$ cat config.mk
export PLATFORM = sky130hd
export DESIGN_NAME = mc_main_ctrl_flat
export DESIGN_NICKNAME = d
export VERILOG_FILES = /design/src/rtl/mc_main_ctrl_if.sv /design/src/rtl/mc_main_ctrl.sv /design/src/flat_wrapper.sv
export SDC_FILE = /design/constraint.sdc
export NUM_CORES = 1
export LEC_CHECK = 0
export CORE_AREA = 2 2 50 52
export DETAILED_ROUTE_END_ITERATION = 12
export DIE_AREA = 0 0 52 54
export PLACE_DENSITY = 0.92
export SYNTH_ARGS = -nofsm -noshare
export SYNTH_HDL_FRONTEND = slang
export SYNTH_SLANG_ARGS = --single-unit
$ cat constraint.sdc
create_clock -name clk -period 2.55 [get_ports clk]
set_input_delay 0.51 -clock clk [delete_from_list [all_inputs] [get_ports clk]]
set_output_delay 0.51 -clock clk [all_outputs]
set_load 0.01 [all_outputs]
$ cat src/rtl/mc_main_ctrl_if.sv
// Control bundle between the multicycle main controller and the datapath.
// Optional feature macro: MC_CTRL_BNE_EN adds the branchNe qualifier.
interface mc_main_ctrl_if;
    logic [5:0] opCode;
    logic       memReady;
    logic [1:0] aluOp;
    logic       aluSrcA;
    logic [1:0] aluSrcB;
    logic [1:0] pcSrc;
    logic       iOrD;
    logic       memToReg;
    logic       regDst;
    logic       irWrite;
    logic       pcWrite;
    logic       branch;
    logic       memRead;
    logic       memWrite;
    logic       regWrite;
    logic       memTimeout;
    logic [3:0] state;
`ifdef MC_CTRL_BNE_EN
    logic       branchNe;
`endif

    // Controller side: consumes opcode/handshake, drives selects and strobes.
    modport master (
        input  opCode, memReady,
`ifdef MC_CTRL_BNE_EN
        output branchNe,
`endif
        output aluOp, aluSrcA, aluSrcB, pcSrc, iOrD, memToReg, regDst,
        output irWrite, pcWrite, branch, memRead, memWrite, regWrite,
        output memTimeout, state
    );

    // Datapath side.
    modport slave (
        output opCode, memReady,
`ifdef MC_CTRL_BNE_EN
        input  branchNe,
`endif
        input  aluOp, aluSrcA, aluSrcB, pcSrc, iOrD, memToReg, regDst,
        input  irWrite, pcWrite, branch, memRead, memWrite, regWrite,
        input  memTimeout, state
    );
endinterface

$ cat src/rtl/mc_main_ctrl.sv
// Multicycle MIPS main control FSM: sequences FETCH/DECODE/EXECUTE/MEM/WB,
// stretches memory states on memReady and aborts to FETCH on a stuck memory.
// Optional feature macro: MC_CTRL_BNE_EN (bne decodes to BRANCH, adds branchNe).
module mc_main_ctrl #(
    parameter int TIMEOUT_CYCLES = 15   // legal 1..255
) (
    input  logic           clk,
    input  logic           rstN,
    mc_main_ctrl_if.master bus
);

    typedef enum logic [3:0] {
        S_FETCH  = 4'd0,
        S_DECODE = 4'd1,
        S_MEMADR = 4'd2,
        S_MEMRD  = 4'd3,
        S_MEMWB  = 4'd4,
        S_MEMWR  = 4'd5,
        S_EXEC   = 4'd6,
        S_ALUWB  = 4'd7,
        S_BRANCH = 4'd8,
        S_ADDIEX = 4'd9,
        S_ADDIWB = 4'd10,
        S_JUMP   = 4'd11
    } state_t;

    localparam logic [5:0] OP_RTYPE = 6'b000000;
    localparam logic [5:0] OP_J     = 6'b000010;
    localparam logic [5:0] OP_BEQ   = 6'b000100;
    localparam logic [5:0] OP_ADDI  = 6'b001000;
    localparam logic [5:0] OP_LW    = 6'b100011;
    localparam logic [5:0] OP_SW    = 6'b101011;
`ifdef MC_CTRL_BNE_EN
    localparam logic [5:0] OP_BNE   = 6'b000101;
`endif

    // Last waiting cycle before abort: the count would reach the limit at this edge.
    localparam logic [7:0] WAIT_LAST = 8'(TIMEOUT_CYCLES - 1);

    state_t     r_state;
    logic [7:0] r_wait;
    logic       r_memTimeout;

    state_t     w_next;
    logic       w_memState;
    logic       w_abort;
    logic       w_strobeEn;

    logic [1:0] w_aluOp;
    logic       w_aluSrcA;
    logic [1:0] w_aluSrcB;
    logic [1:0] w_pcSrc;
    logic       w_iOrD;
    logic       w_memToReg;
    logic       w_regDst;
    logic       w_irWrite;
    logic       w_pcWrite;
    logic       w_branch;
    logic       w_memRead;
    logic       w_memWrite;
    logic       w_regWrite;

    // Only states that wait on memory run the timeout counter.
    assign w_memState = (r_state == S_FETCH) || (r_state == S_MEMRD) || (r_state == S_MEMWR);
    // memReady on the limit cycle still wins, so abort needs memReady low.
    assign w_abort    = w_memState && !bus.memReady && (r_wait == WAIT_LAST);
    // Reset kills strobes immediately; an abort cycle issues none either.
    assign w_strobeEn = rstN && !w_abort;

    // Next-state decode; unknown opcodes and illegal encodings fall back to FETCH.
    always_comb begin
        w_next = S_FETCH;
        case (r_state)
            S_FETCH:  w_next = bus.memReady ? S_DECODE : S_FETCH;
            S_DECODE: begin
                case (bus.opCode)
                    OP_LW, OP_SW: w_next = S_MEMADR;
                    OP_RTYPE:     w_next = S_EXEC;
                    OP_BEQ:       w_next = S_BRANCH;
`ifdef MC_CTRL_BNE_EN
                    OP_BNE:       w_next = S_BRANCH;
`endif
                    OP_ADDI:      w_next = S_ADDIEX;
                    OP_J:         w_next = S_JUMP;
                    default:      w_next = S_FETCH;
                endcase
            end
            S_MEMADR: w_next = (bus.opCode == OP_SW) ? S_MEMWR : S_MEMRD;
            S_MEMRD:  w_next = bus.memReady ? S_MEMWB : S_MEMRD;
            S_MEMWR:  w_next = bus.memReady ? S_FETCH : S_MEMWR;
            S_EXEC:   w_next = S_ALUWB;
            S_ADDIEX: w_next = S_ADDIWB;
            default:  w_next = S_FETCH;
        endcase
    end

    // State register, memory wait counter and sticky timeout flag.
    always_ff @(posedge clk or negedge rstN) begin
        if (!rstN) begin
            r_state      <= S_FETCH;
            r_wait       <= '0;
            r_memTimeout <= 1'b0;
        end else if (w_abort) begin
            r_state      <= S_FETCH;
            r_wait       <= '0;
            r_memTimeout <= 1'b1;
        end else begin
            r_state <= w_next;
            r_wait  <= (w_memState && !bus.memReady) ? r_wait + 8'd1 : 8'd0;
        end
    end

    // Per-state datapath selects and raw strobes; unused fields stay 0.
    always_comb begin
        w_aluOp    = 2'b00;
        w_aluSrcA  = 1'b0;
        w_aluSrcB  = 2'b00;
        w_pcSrc    = 2'b00;
        w_iOrD     = 1'b0;
        w_memToReg = 1'b0;
        w_regDst   = 1'b0;
        w_irWrite  = 1'b0;
        w_pcWrite  = 1'b0;
        w_branch   = 1'b0;
        w_memRead  = 1'b0;
        w_memWrite = 1'b0;
        w_regWrite = 1'b0;
        case (r_state)
            S_FETCH: begin
                w_memRead = 1'b1;
                w_aluSrcB = 2'b01;
                w_irWrite = bus.memReady;
                w_pcWrite = bus.memReady;
            end
            S_DECODE: w_aluSrcB = 2'b11;
            S_MEMADR: begin
                w_aluSrcA = 1'b1;
                w_aluSrcB = 2'b10;
            end
            S_MEMRD: begin
                w_memRead = 1'b1;
                w_iOrD    = 1'b1;
            end
            S_MEMWB: begin
                w_regWrite = 1'b1;
                w_memToReg = 1'b1;
            end
            S_MEMWR: begin
                w_memWrite = bus.memReady;
                w_iOrD     = 1'b1;
            end
            S_EXEC: begin
                w_aluSrcA = 1'b1;
                w_aluOp   = 2'b10;
            end
            S_ALUWB: begin
                w_regWrite = 1'b1;
                w_regDst   = 1'b1;
            end
            S_BRANCH: begin
                w_aluSrcA = 1'b1;
                w_aluOp   = 2'b01;
                w_pcSrc   = 2'b01;
                w_branch  = 1'b1;
            end
            S_ADDIEX: begin
                w_aluSrcA = 1'b1;
                w_aluSrcB = 2'b10;
            end
            S_ADDIWB: w_regWrite = 1'b1;
            S_JUMP: begin
                w_pcSrc   = 2'b10;
                w_pcWrite = 1'b1;
            end
            default: ;
        endcase
    end

    assign bus.aluOp      = w_aluOp;
    assign bus.aluSrcA    = w_aluSrcA;
    assign bus.aluSrcB    = w_aluSrcB;
    assign bus.pcSrc      = w_pcSrc;
    assign bus.iOrD       = w_iOrD;
    assign bus.memToReg   = w_memToReg;
    assign bus.regDst     = w_regDst;
    assign bus.irWrite    = w_irWrite  & w_strobeEn;
    assign bus.pcWrite    = w_pcWrite  & w_strobeEn;
    assign bus.branch     = w_branch   & w_strobeEn;
    assign bus.memRead    = w_memRead  & w_strobeEn;
    assign bus.memWrite   = w_memWrite & w_strobeEn;
    assign bus.regWrite   = w_regWrite & w_strobeEn;
    assign bus.memTimeout = r_memTimeout;
    assign bus.state      = r_state;
`ifdef MC_CTRL_BNE_EN
    // Tells the branch unit to invert the zero test for bne.
    assign bus.branchNe   = rstN && (r_state == S_BRANCH) && (bus.opCode == OP_BNE);
`endif

endmodule

$ cat src/flat_wrapper.sv
// flat-port wrapper written by rule: the top's interface ports become plain ports
module mc_main_ctrl_flat 
#(
    parameter int TIMEOUT_CYCLES = 15                  
)
  (clk, rstN, bus_opCode, bus_memReady, bus_aluOp, bus_aluSrcA, bus_aluSrcB, bus_pcSrc, bus_iOrD, bus_memToReg, bus_regDst, bus_irWrite, bus_pcWrite, bus_branch, bus_memRead, bus_memWrite, bus_regWrite, bus_memTimeout, bus_state);
  mc_main_ctrl_if bus_i ();
  input  logic clk;
  input  logic rstN;
  input wire logic [$bits(bus_i.opCode)-1:0] bus_opCode;
  input wire logic [$bits(bus_i.memReady)-1:0] bus_memReady;
  output wire logic [$bits(bus_i.aluOp)-1:0] bus_aluOp;
  output wire logic [$bits(bus_i.aluSrcA)-1:0] bus_aluSrcA;
  output wire logic [$bits(bus_i.aluSrcB)-1:0] bus_aluSrcB;
  output wire logic [$bits(bus_i.pcSrc)-1:0] bus_pcSrc;
  output wire logic [$bits(bus_i.iOrD)-1:0] bus_iOrD;
  output wire logic [$bits(bus_i.memToReg)-1:0] bus_memToReg;
  output wire logic [$bits(bus_i.regDst)-1:0] bus_regDst;
  output wire logic [$bits(bus_i.irWrite)-1:0] bus_irWrite;
  output wire logic [$bits(bus_i.pcWrite)-1:0] bus_pcWrite;
  output wire logic [$bits(bus_i.branch)-1:0] bus_branch;
  output wire logic [$bits(bus_i.memRead)-1:0] bus_memRead;
  output wire logic [$bits(bus_i.memWrite)-1:0] bus_memWrite;
  output wire logic [$bits(bus_i.regWrite)-1:0] bus_regWrite;
  output wire logic [$bits(bus_i.memTimeout)-1:0] bus_memTimeout;
  output wire logic [$bits(bus_i.state)-1:0] bus_state;
  assign bus_i.opCode = bus_opCode;
  assign bus_i.memReady = bus_memReady;
  assign bus_aluOp = bus_i.aluOp;
  assign bus_aluSrcA = bus_i.aluSrcA;
  assign bus_aluSrcB = bus_i.aluSrcB;
  assign bus_pcSrc = bus_i.pcSrc;
  assign bus_iOrD = bus_i.iOrD;
  assign bus_memToReg = bus_i.memToReg;
  assign bus_regDst = bus_i.regDst;
  assign bus_irWrite = bus_i.irWrite;
  assign bus_pcWrite = bus_i.pcWrite;
  assign bus_branch = bus_i.branch;
  assign bus_memRead = bus_i.memRead;
  assign bus_memWrite = bus_i.memWrite;
  assign bus_regWrite = bus_i.regWrite;
  assign bus_memTimeout = bus_i.memTimeout;
  assign bus_state = bus_i.state;
  mc_main_ctrl #(.TIMEOUT_CYCLES(TIMEOUT_CYCLES)) u_core (.clk(clk), .rstN(rstN), .bus(bus_i));
endmodule
==> flow_metrics.env, run 1 <==
export IMPL_outcome="completed"
export IMPL_setup_ws_ps=14.0
export IMPL_initialDrtViolationCount=29
export IMPL_peakVddDrop_mv=0.440
export IMPL_cts_sinks=13
export IMPL_hold_path_class="reg2reg"
export IMPL_wl_per_cell_um=15.9
export IMPL_fin_tns_setup_ps=0
export IMPL_p_leak_nw=0.668
export IMPL_r2r_start="u_core.r_wait[1]"
export IMPL_synth_cell_types=44
export IMPL_drcViolationCount=0
export IMPL_die_y_um=54
export IMPL_io_buffers=29
export IMPL_worstHoldStart="u_core.bus.memTimeout"
export IMPL_area_delta_synth_final_pct=44.9
export IMPL_dp_worst_setup_slack_ps=-237
export IMPL_yosysWarnings=0
export IMPL_synthesis_nets=133
export IMPL_num_rows=18
export IMPL_nets=184
export IMPL_grt_usage_pct=23.6
export IMPL_netlist_area_um2=1110
export IMPL_routabilityCongestion=0.868
export IMPL_required_ps=2040
export IMPL_crit_path_max_fanout=4
export IMPL_ys_async_sr_fraction_pct=100
export IMPL_drive_gt1_share_pct=36.0
export IMPL_ys_seq_area_share_pct=29.4
export IMPL_setup_viol=0
export IMPL_synth_ff_type="dfrtp_1"
export IMPL_vias=1137
export IMPL_start_util_pct=47.7
export IMPL_grt_pass1_vias=1023
export IMPL_routed_wl_mm=3.21
export IMPL_cts_buffer_depth=2
export IMPL_coreArea_um2=2320
export IMPL_period_minus_slack_ps=2540
export IMPL_hold_viol_final=0
export IMPL_finalCritPeriodShare_pct=99.4
export IMPL_cts_buffers=3
export IMPL_finalClockSkew_ps=2.51
export IMPL_ios=30
export IMPL_maxCapViolations=0
export IMPL_cts_tree="built"
export IMPL_max_freq_mhz=394
export IMPL_start_kind="flip-flop"
export IMPL_grt_max_degree=18
export IMPL_grt_pass1_wl_mm=4.91
export IMPL_yosys_register_bits=13
export IMPL_final_antenna_net_count=0
export IMPL_cp_end_kind="output pin"
export IMPL_rsz0062_at_grt="yes"
export IMPL_hold_ws_ps=487
export IMPL_antennaDiodeCount=0
export IMPL_r2r_slack_ps=800
export IMPL_critPathKind="reg2out"
export IMPL_clk_latency_ps=280
export IMPL_die_area_um2=2810
export IMPL_htreeDepth=1
export IMPL_relSlewSlack_pct=79.3
export IMPL_antenna_found_initial=0
export IMPL_synth_edff_count=0
export IMPL_critPathLaunch="u_core.r_wait[1]"
export IMPL_dp_hpwl_mm=2.06
export IMPL_root_buffer="clkbuf_4"
export IMPL_clk_pin_slew_ps=80
export IMPL_crit_arrival_ps=2030
export IMPL_pwr_density_cell_nw_per_um2=783
export IMPL_firstDrtPassIters=4
export IMPL_vias_per_cell=5.63
export IMPL_overflow=0
export IMPL_cts_hold_buf=0
export IMPL_worst_pin_slew_ps=308
export IMPL_netlist_instances=122
export IMPL_drv_slew=0
export IMPL_avgSynthCellArea_um2=9.07
export IMPL_die_x_um=52
path summary, 6_finish.rpt:
kind,to,cells after the start
max reg2reg,u_core.bus.state[2],6
min,u_core.bus.memTimeout,1
max,bus_pcWrite,8
max in group asynchronous,u_core.r_wait[2],2
min reg2reg,u_core.bus.memTimeout,1
min in group asynchronous,u_core.bus.state[1],2
layout make-up:
cell class              count  area [um2]
clock buffers               3        22.5
clock inverters             1        5.00
fillers                   169         717
inverters                   2        7.51
multi-input cells         100         743
flip-flops and latches     13         329
well taps                  30        37.5
repair buffers             53         458
cells in the mapped netlist, types with 2 or more instances:
master	n	area [um2]
nor2_2	3	18.8
nor3b_1	3	22.5
a31oi_1	3	18.8
ha_1	2	25.0
nand3_1	4	20.0
nor2_1	12	45.0
a21oi_1	5	25.0
and3_1	2	12.5
xor2_1	4	35.0
buf_2	3	15.0
xnor2_1	6	52.6
o21bai_1	3	22.5
o21ai_0	3	15.0
dfrtp_1	13	325
nor3_2	3	30.0
nor3_1	9	45.0
nand2_1	7	26.3
or3b_1	2	17.5
nand2b_1	4	25.0
inv_1	2	7.51
nor2_4	6	67.6
worst max-delay path: stages (launching register included):
cell and delay, ps:
dfrtp_1 410, ha_2 190, nand4b_1 90, or4_4 460, o21ai_4 190, buf_4 140
buf_6 90, nor3_2 40, buf_2 140
sequential cells by signal (all words and copies together), names as in the netlist:
register               count
u_core.bus.memTimeout      1
u_core.r_wait              8
u_core.bus.state           4
cell usage in the layout, fill, tap and decap left out, types with 3 or more instances in the layout:
cell type / instances
nor3_1: 8
dfrtp_1: 10
clkdlybuf4s50_1: 23
nor3b_1: 3
dfrtp_2: 3
a21oi_1: 5
nor2_4: 6
nor3_2: 4
nor2_2: 3
xnor2_1: 5
buf_4: 22
nor2_1: 12
buf_2: 4
xor2_1: 4
o21ai_0: 3
o21bai_1: 3
nand3_1: 4
a31oi_1: 3
clkbuf_4: 3
nand2_1: 7
layer usage:
layer  share of wire, %  vias to the layer above  GRT usage (%)
li1                   -                      528              -
met1                 43                      564           30.7
met2                 50                       37           38.6
met3                4.7                        8           3.61
met4                2.7                        0           10.5
met5                  0                        -              0
per-stage QoR:
step | cell area, um2 | std cells | power (mW) | utilization (%)
after CTS | 1560 | 197 | 1.18 | 67.1
after floorplan | 1110 | 122 | 0.763 | -
after detailed placement | 1450 | 184 | 1.00 | 62.5
after global routing | 1600 | 202 | 1.33 | 69.1
after global placement | 1450 | 184 | 0.974 | 62.5
final | 1600 | 202 | 1.25 | 69.1
cells by family (layout without fill, tap and decap cells):
logic type,count (synthesis),count (layout),share of synthesized area (%)
AND/OR/NAND/NOR,67,67,39.7
adder cells (fa/ha/maj),2,2,2.26
AO/OA/AOI/OAI,21,21,14.7
buffers and inverters,9,59,6.00
XOR/XNOR,10,10,7.92
flip-flops,13,13,29.4
power breakdown:
group / leakage [nW] / internal [mW] / switching [mW]
Combinational: 0.477 / 0.400 / 0.456
Clock: 0.0177 / 0.0583 / 0.0726
Sequential: 0.174 / 0.239 / 0.0286
what timing repair did:
item / in CTS / in global routing
pin swaps: 2 / 2
setup buffers: 9 / 5
gates resized for setup: 25 / 6
gates cloned: 0 / 0
setup endpoints to repair: 7 / 10
Power figures use the tool's default switching activity.
==> inputs of run 2 (changes only) <==
--- a/config.mk
+++ b/config.mk
@@ -6,8 +6,9 @@
 export NUM_CORES = 1
 export LEC_CHECK = 0
-export CORE_AREA = 2 2 50 52
+export CORE_AREA = 2 2 49 51
+export CTS_BUF_LIST = sky130_fd_sc_hd__clkbuf_8
 export DETAILED_ROUTE_END_ITERATION = 12
-export DIE_AREA = 0 0 52 54
-export PLACE_DENSITY = 0.92
+export DIE_AREA = 0 0 51 53
+export PLACE_DENSITY = 0.95
 export SYNTH_ARGS = -nofsm -noshare
 export SYNTH_HDL_FRONTEND = slang
==> constraint.sdc (replaced) <==
create_clock -name clk -period 2.55 [get_ports clk]
set_input_delay 0.255 -clock clk [delete_from_list [all_inputs] [get_ports clk]]
set_output_delay 0.255 -clock clk [all_outputs]
set_load 0.01 [all_outputs]
==> run 2 against run 1 <==
Wire length fell by 17%. Worst setup slack improved by 88 ps. Clock power rose by 37%. Flip-flop and latch count did not move. Design area fell by 8.0%. Sequential share of layout area rose by 1.6 points.
==> flow_metrics.env, run 2 (synthesis results as in run 1) <==
export IMPL_outcome="completed"
export IMPL_drive_gt1_share_pct=20.6
export IMPL_io_buffers=29
export IMPL_start_util_pct=51.5
export IMPL_start_kind="flip-flop"
export IMPL_grt_pass1_vias=1006
export IMPL_fin_tns_setup_ps=0
export IMPL_r2r_slack_ps=800
export IMPL_wl_per_cell_um=14.6
export IMPL_cts_buffer_depth=2
export IMPL_clk_latency_ps=240
export IMPL_fin_area_um2=1470
export IMPL_rsz0062_at_grt="no"
export IMPL_cp_end_kind="output pin"
export IMPL_clock_power_share_pct=15.6
export IMPL_largest_register_ffs=8
export IMPL_num_rows=17
export IMPL_grt_pass1_wl_mm=4.38
export IMPL_cts_sinks=13
export IMPL_coreArea_um2=2150
export IMPL_nets=167
export IMPL_peakVddDrop_mv=0.495
export IMPL_crit_path_end="bus_regWrite"
export IMPL_die_y_um=53
export IMPL_dpl_cell_count=178
export IMPL_max_freq_mhz=409
export IMPL_crit_path_max_fanout=5
export IMPL_finalCritPeriodShare_pct=96.0
export IMPL_die_area_um2=2700
export IMPL_switching_power_mw=0.487
export IMPL_relSlewSlack_pct=73.9
export IMPL_p_int_mw=0.662
export IMPL_dp_hpwl_mm=2.03
export IMPL_dp_worst_setup_slack_ps=256
export IMPL_area_delta_synth_final_pct=33.3
export IMPL_hold_viol_final=0
export IMPL_combPwrFrac_pct=58.1
export IMPL_hold_path_class="in2async"
export IMPL_vias=1046
export IMPL_pwr_density_cell_nw_per_um2=779
export IMPL_required_ps=2300
export IMPL_maxCapViolations=0
export IMPL_final_cell_mix="28 x clkdlybuf4s50_1, 12 x nor2_1, 12 x dfrtp_1, 9 x nor3_1"
export IMPL_routabilityCongestion=0.816
export IMPL_num_fill_cells=151
export IMPL_grt_max_degree=17
export IMPL_crit_cells=7
export IMPL_final_common_cell="clkdlybuf4s50_1"
export IMPL_period_minus_slack_ps=2450
export IMPL_sw_frac_of_total_pct=42.4
export IMPL_post_route_util_pct=68.6
export IMPL_drcViolationCount=0
export IMPL_final_cells=183
export IMPL_clk_pin_slew_ps=60
export IMPL_worst_pin_slew_ps=391
export IMPL_critPathTopFamily="simple AND/OR/NAND/NOR gates"
export IMPL_timing_critical_path_buf_inv=2
export IMPL_hold_ws_ps=302
export IMPL_p_seq_share_pct=26.3
export IMPL_die_x_um=51
export IMPL_finalClockSkew_ps=2.60
export IMPL_p_leak_nw=0.595
export IMPL_vias_per_cell=5.72
export IMPL_ios=30
export IMPL_cp_cell_sequence="inv_1 -> ha_1 -> nand4b_1 -> or4_4 -> o21ai_4 -> nor2_2 -> clkdlybuf4s50_1"
export IMPL_grt_usage_pct=21.3
export IMPL_max_stage_delay_ps=490
export IMPL_r2r_cells=5
export IMPL_root_buffer="clkbuf_8"
export IMPL_drv_slew=0
export IMPL_htreeDepth=1
export IMPL_final_antenna_net_count=0
export IMPL_cts_tree="built"
export IMPL_antenna_found_initial=0
export IMPL_regMostFlops="u_core.r_wait"
export IMPL_r2r_start="u_core.bus.state[2]"
export IMPL_placed_cell_area_um2=1420
export IMPL_antennaDiodeCount=0
export IMPL_initialDrtViolationCount=23
export IMPL_ff_latch_area_um2=327
export IMPL_cp_slowest_cell="clkdlybuf4s50_1"
export IMPL_cts_hold_buf=0
export IMPL_power_mw=1.15
export IMPL_critPathKind="reg2out"
export IMPL_multi_input_area_um2=714
export IMPL_setup_ws_ps=102
export IMPL_r2r_end="u_core.bus.state[2]"
export IMPL_cts_buffers=3
export IMPL_overflow=0
export IMPL_firstDrtPassIters=4
export IMPL_critPathLaunch="u_core.r_wait[0]"
export IMPL_setup_viol=0
export IMPL_routed_wl_mm=2.67
export IMPL_crit_arrival_ps=2190
==> run 2: worst register-to-register path, stage by stage, from the launching register on <==
cell	delay (ps)
dfrtp_1	490
buf_4	230
or2_1	310
nor4_1	270
nand3b_1	140
a31oi_1	220
==> run 2: routing by layer <==
layer	global-route usage [%]	routed length (um)	vias up
met2	37.4	1390	43
li1	-	-	496
met5	0	0	-
met3	5.08	148	2
met4	5.86	16	0
met1	25.9	1110	505
==> run 2: layout make-up <==
type,instances,area share [%]
Clock buffer,3,2.80
Clock inverter,1,0.255
Inverter,2,0.509
Multi-Input combinational cell,100,48.5
Sequential cell,13,22.2
Tap cell,28,2.38
Timing Repair Buffer,36,23.4
==> run 2: how the worst min path moves through the flow <==
| stage | from | depth (start not counted) | endpoint |
|---|---|---|---|
| after CTS | rstN | 1 | u_core.bus.state[2] |
| after detailed placement | u_core.bus.memTimeout | 1 | u_core.bus.memTimeout |
| final | rstN | 1 | u_core.bus.state[2] |
| after global placement | u_core.bus.memTimeout | 1 | u_core.bus.memTimeout |
| after global routing | rstN | 1 | u_core.bus.state[3] |
| after floorplan | rstN | 0 | u_core.bus.memTimeout |
==> run 2: power groups by stage <==
stage / Clock (mW) / Combinational, mW / Sequential, mW
after floorplan: 0 / 0.480 / 0.284
after global placement: 0 / 0.635 / 0.302
after detailed placement: 0 / 0.649 / 0.307
after CTS: 0.181 / 0.651 / 0.303
after global routing: 0.189 / 0.720 / 0.307
final: 0.179 / 0.668 / 0.302
==> run 2: timing repair <==
action / CTS / global route
setup buffers: 0 / 1
resized for setup: 0 / 2
endpoints found under the setup margin: 0 / 5
